## config.mk

```make
export PLATFORM = sky130hd
export DESIGN_NAME = seq_pattern_det
export DESIGN_NICKNAME = d
export VERILOG_FILES = /design/src/rtl/seq_pattern_det.sv
export SDC_FILE = /design/constraint.sdc
export NUM_CORES = 1
export LEC_CHECK = 0
export ABC_AREA = 1
export CAP_MARGIN = 10
export CELL_PAD_IN_SITES_DETAIL_PLACEMENT = 0
export CELL_PAD_IN_SITES_GLOBAL_PLACEMENT = 1
export CORE_MARGIN = 3
export CORE_UTILIZATION = 40
export DETAILED_ROUTE_END_ITERATION = 8
export DONT_BUFFER_PORTS = 1
export HOLD_SLACK_MARGIN = 0.06
export PLACE_DENSITY_LB_ADDON = 0.1
export RECOVER_POWER = 50
export SYNTH_ARGS = -nofsm -noshare
export SYNTH_HDL_FRONTEND = slang
export SYNTH_SLANG_ARGS = --single-unit
```

## constraint.sdc

```tcl
create_clock -name clk -period 7.75 [get_ports clk]
set_input_delay 1.1625 -clock clk [delete_from_list [all_inputs] [get_ports clk]]
set_output_delay 1.1625 -clock clk [all_outputs]
set_load 0.005 [all_outputs]
```

## src/rtl/seq_pattern_det.sv

```systemverilog
// Runtime-programmable serial pattern detector: flags when the last `len` accepted
// bits equal `pat`, with overlapping/non-overlapping modes and a saturating match count.
module seq_pattern_det #(
  parameter int  PAT_W = 8,
  parameter int  CNT_W = 16,
  localparam int LEN_W = $clog2(PAT_W + 1)
) (
  input  logic             clk,
  input  logic             rst,
  input  logic             cfg_we,
  input  logic [PAT_W-1:0] cfg_pattern,
  input  logic [LEN_W-1:0] cfg_len,
  input  logic             cfg_overlap,
  input  logic             data_valid,
  input  logic             data_in,
  input  logic             cnt_clr,
  output logic             flag,
  output logic [CNT_W-1:0] match_cnt,
  output logic             cnt_sat
);

  function automatic logic [LEN_W-1:0] clamp_len(input logic [LEN_W-1:0] l);
    return (l > LEN_W'(PAT_W)) ? LEN_W'(PAT_W) : l;
  endfunction

  function automatic logic [CNT_W-1:0] sat_inc(input logic [CNT_W-1:0] c);
    return (c == '1) ? c : c + 1'b1;
  endfunction

  // Ones in bit positions below l; history bits at and above len are ignored.
  function automatic logic [PAT_W-1:0] len_mask(input logic [LEN_W-1:0] l);
    logic [PAT_W-1:0] m;
    for (int i = 0; i < PAT_W; i++) m[i] = (i < int'(l));
    return m;
  endfunction

  logic [PAT_W-1:0] pat;
  logic [LEN_W-1:0] len;
  logic             ovl;
  logic [PAT_W-1:0] hist;
  logic [LEN_W-1:0] fill;

  logic             accept;
  logic [PAT_W-1:0] hist_nxt;
  logic [LEN_W-1:0] fill_nxt;
  logic [PAT_W-1:0] mask;
  logic             match;
  logic [CNT_W-1:0] cnt_inc;

  // Match decision on the post-shift history of the bit accepted this cycle
  always_comb begin
    accept   = data_valid && !cfg_we;
    hist_nxt = {hist[PAT_W-2:0], data_in};
    fill_nxt = (fill >= len) ? len : LEN_W'(fill + 1'b1);
    mask     = len_mask(len);
    match    = accept && (len != '0) && (fill_nxt >= len) &&
               (((hist_nxt ^ pat) & mask) == '0);
    cnt_inc  = sat_inc(match_cnt);
  end

  always_ff @(posedge clk) begin
    if (rst) begin
      pat  <= PAT_W'(3'b101);
      len  <= clamp_len(LEN_W'(3));
      ovl  <= 1'b1;
      hist <= '0;
      fill <= '0;
      flag <= 1'b0;
    end else if (cfg_we) begin
      pat  <= cfg_pattern;
      len  <= clamp_len(cfg_len);
      ovl  <= cfg_overlap;
      hist <= '0;
      fill <= '0;
      flag <= 1'b0;
    end else if (data_valid) begin
      hist <= hist_nxt;
      // Non-overlap mode consumes the history so the next match needs len fresh bits
      fill <= (match && !ovl) ? '0 : fill_nxt;
      flag <= match;
    end else begin
      flag <= 1'b0;
    end
  end

  always_ff @(posedge clk) begin
    if (rst) begin
      match_cnt <= '0;
      cnt_sat   <= 1'b0;
    end else if (cnt_clr) begin
      match_cnt <= match ? CNT_W'(1) : '0;
      cnt_sat   <= 1'b0;
    end else if (match) begin
      match_cnt <= cnt_inc;
      if (cnt_inc == '1) cnt_sat <= 1'b1;
    end
  end

endmodule
```

==> results.md <==
- Outcome: finished clean
- Die area: just over 7000 um2
- Gpl congestion: 0.831
- DR vias/cell: approximately 5.1
- Final WS setup: between 4 and 5 ns
- Starting density of the core: about two fifths
- Worst rel slew slack: around a third
- Crit end category: register
- Synth Instances: approximately 370
- Fmax: roughly 280 MHz
- Post-CTS Setup Bufs: 0
- Initial DRC count: slightly above 90
- Psw: ~0.00012 W
- R2r setup slk: 4.14 ns
- Hold Vio Cnt, Final: 0
- First-pass GRT wire length: 10,100 um
- Crit Path Category: register to register
- Number of CTS-inserted buffers: 5
- Maximum VDD drop: about 100 uV
- Tcrit/Tclk final: between 40 and 50%
- Row count: 28
- Critical path destination: match_cnt[0]
- CTS Root Cell: clkbuf_8
- Cell area power density: 161 nW/um2
- Yosys reg bits: between 40 and 50
- Worst-Margin Slew: 0.992 ns
- Fin crit period: ~3.6 ns
- RSZ-0062 raised after global routing: false
- GRT Resource Usage Total: between 10% and 20%
- Seq/Total Area, Yosys: 33.8%
- Final #Nets: a little under 400
- H-tree levels: 2
- Ant. Diodes: 0
- Clock latency on the worst-skew pair: roughly 0.30 ns
- RR Endpoint: match_cnt[0]
- Ports: 37
- Core Box Area: a little under 6000 um2
- Sequential power share: between 50% and 60%
- Critical Path Fanout Max: 29
- Post-CTS sizing: 0
- Place WS: between 4 and 5 ns
- Post-Synthesis Cell Area: roughly 2500 um2
- Overflow after GRT: 0
- First-pass DRT Iterations: 4
- Critical path launch point: len[1]
- Number of cells on the worst hold path: 2
- Die span in y: about 85 um
- Share of layout cells above drive strength 1: 6.91%
- Design Area, Final: 2610 um2
- Startpoint Class: register
- Initial antenna violation count: 0
- Number of global-route vias before repair: a little over 2,000
- Total power: between 0.0004 and 0.0005 W
- Crit path required time: between 7 and 8 ns
- Routed Antenna Nets: 0
- Setup Viol. Count Final: 0
- Hold WS: 0.469 ns
- Area Growth Syn to Fin: 5.08%
- Clock sink count: 42
- Max Buffers Root-to-Sink: 2
- Sw Ratio: ~28%
- Largest net degree at the start of global routing: 30
- RR Startpoint: len[1]
- # DRC: 0
- IO buf count: 0
- Max_cap viols: 0
- Routed wire per std cell: ~14 um
- Cell variety after synth: 30
- Power Internal: just over 0.0003 W
- Pleak: ~1.0 nW
- Crit path DAT: about 3.8 ns
- Syn_area_per_cell: between 6 and 7 um2
- Placed cell areas: approximately 2500 um2
- Hold_buf cts: 0
- HP Class: register to register
- Syn nets: 395
- Register clock-pin slew on the reported worst setup and hold paths: roughly 0.1 ns
- Final setup skew: 0.00981 ns
- Power share of the clock group: 35.9%
- Routed WL: approximately 6200 um
- Slew Limit Fails: 0
- Vias: around 2,200
- Reg2Reg Depth: 20
- Setup TNS: 0 ns
- Ys Warns: 0
- HPWL Detailed: roughly 4600 um
- CTS tree: built
- DIE WIDTH: ~85 um
- Comb pwr share: 10.0%
## area by class of cell
type                            count  area (um2)
Sequential cell                    42         841
Tap cell                           75        93.8
Fill cell                         658        3340
Clock buffer                        5        68.8
Inverter                           33         124
Multi-Input combinational cell    279        1460
Clock inverter                      3        25.0
## power by group through the flow
stage | clock [W] | sequential [W] | combinational, W
floorplan | 0 | 0.000231 | 0.0000368
global placement | 0 | 0.000233 | 0.0000420
detailed placement | 0 | 0.000233 | 0.0000421
CTS | 0.000155 | 0.000228 | 0.0000425
global route | 0.000166 | 0.000229 | 0.0000491
finish | 0.000152 | 0.000228 | 0.0000423
## how the worst min path moves through the flow
| stage | from | slack [ns] | to |
|---|---|---|---|
| after floorplan | ovl | 0.44 | ovl |
| after global placement | ovl | 0.45 | ovl |
| after detailed placement | ovl | 0.45 | ovl |
| after CTS | ovl | 0.47 | ovl |
| after global routing | ovl | 0.50 | ovl |
| final | ovl | 0.47 | ovl |
## flip-flops by register name, indices dropped and copies added, names as in the netlist
signal	count
hist	7
match_cnt	16
cnt_sat	1
pat	8
len	4
flag	1
fill	4
ovl	1
## routing by layer
| metal | wire [um] | global-route usage, % | part of all wire (%) | vias to the layer above |
|---|---|---|---|---|
| met2 | 2390 | 24.1 | 38 | 46 |
| met5 | 0 | 0 | 0 | - |
| met1 | 3450 | 26.6 | 55 | 996 |
| met3 | 310 | 4.27 | 5.0 | 6 |
| met4 | 68 | 5.61 | 1.1 | 0 |
| li1 | - | - | - | 1199 |
## cells in the final DEF, fill, tap and decap left out, types with 2 or more instances in the layout
master,netlist,layout
a211oi_1,2,2
a21oi_1,21,21
a31oi_1,9,9
clkbuf_8,0,5
dfxtp_1,42,42
ha_1,10,10
inv_1,30,30
inv_2,3,3
nand2_1,98,98
nand2_2,3,3
nand3_1,26,26
nand3_2,2,2
nand4_1,10,10
nor2_1,35,35
nor2_2,4,4
nor2_4,4,4
o211ai_1,4,4
o21ai_0,25,25
o21ai_1,7,7
o21bai_1,2,2
or2_1,2,2
xnor2_1,3,3
xor2_1,8,8
## synth_stat cells, drive strengths merged
| master | count | area [um2] |
|---|---|---|
| dfxtp | 42 | 841 |
| o211a | 1 | 10.0 |
| o21bai | 2 | 15.0 |
| o211ai | 4 | 30.0 |
| clkbuf | 8 | 30.0 |
| o21ai | 32 | 160 |
| a211oi | 2 | 15.0 |
| nand2 | 101 | 387 |
| a21oi | 21 | 105 |
| and3 | 1 | 6.26 |
| nand4 | 11 | 83.8 |
| or2 | 2 | 12.5 |
| a31oi | 9 | 56.3 |
| xnor2 | 3 | 26.3 |
| nand3 | 28 | 150 |
| xor2 | 8 | 70.1 |
| inv | 33 | 124 |
| buf | 4 | 31.3 |
| ha | 10 | 125 |
| nor4 | 1 | 6.26 |
| nor2 | 43 | 201 |
## worst max-delay path, stage by stage (launching register included)
cell and delay [ns]:
dfxtp_1 0.37, inv_1 0.14, ha_1 0.33, inv_1 0.06, nor2_1 0.03, o211ai_1 0.15, nand3_1 0.21, nor2_1 0.14
a21oi_1 0.08, ha_1 0.31, inv_1 0.04, nor2_1 0.08, o211ai_1 0.08, nand3_1 0.08, nand2_1 0.07, nor2_2 0.77
inv_1 0.28, nand2_1 0.12, inv_1 0.05, nand2_1 0.05, a21oi_1 0.05
## cells by family after synthesis
kind of cell | after synthesis | share of synthesized area, %
and+or+nand+nor | 187 | 34.1
adders and majority gates | 10 | 5.03
AOI/OAI and AO/OA | 71 | 15.8
buffers and inverters | 45 | 7.45
xor gates and xnor gates | 11 | 3.88
DFF | 42 | 33.8
## through the flow
stage | util (%) | cells
2_1_floorplan | - | 366
3_3_place_gp | 42.3 | 429
3_5_place_dp | 42.3 | 429
4_1_cts | 43.9 | 437
5_1_grt | 43.9 | 437
6_report | 43.9 | 437
No activity file was read; power rests on OpenSTA's default activity.
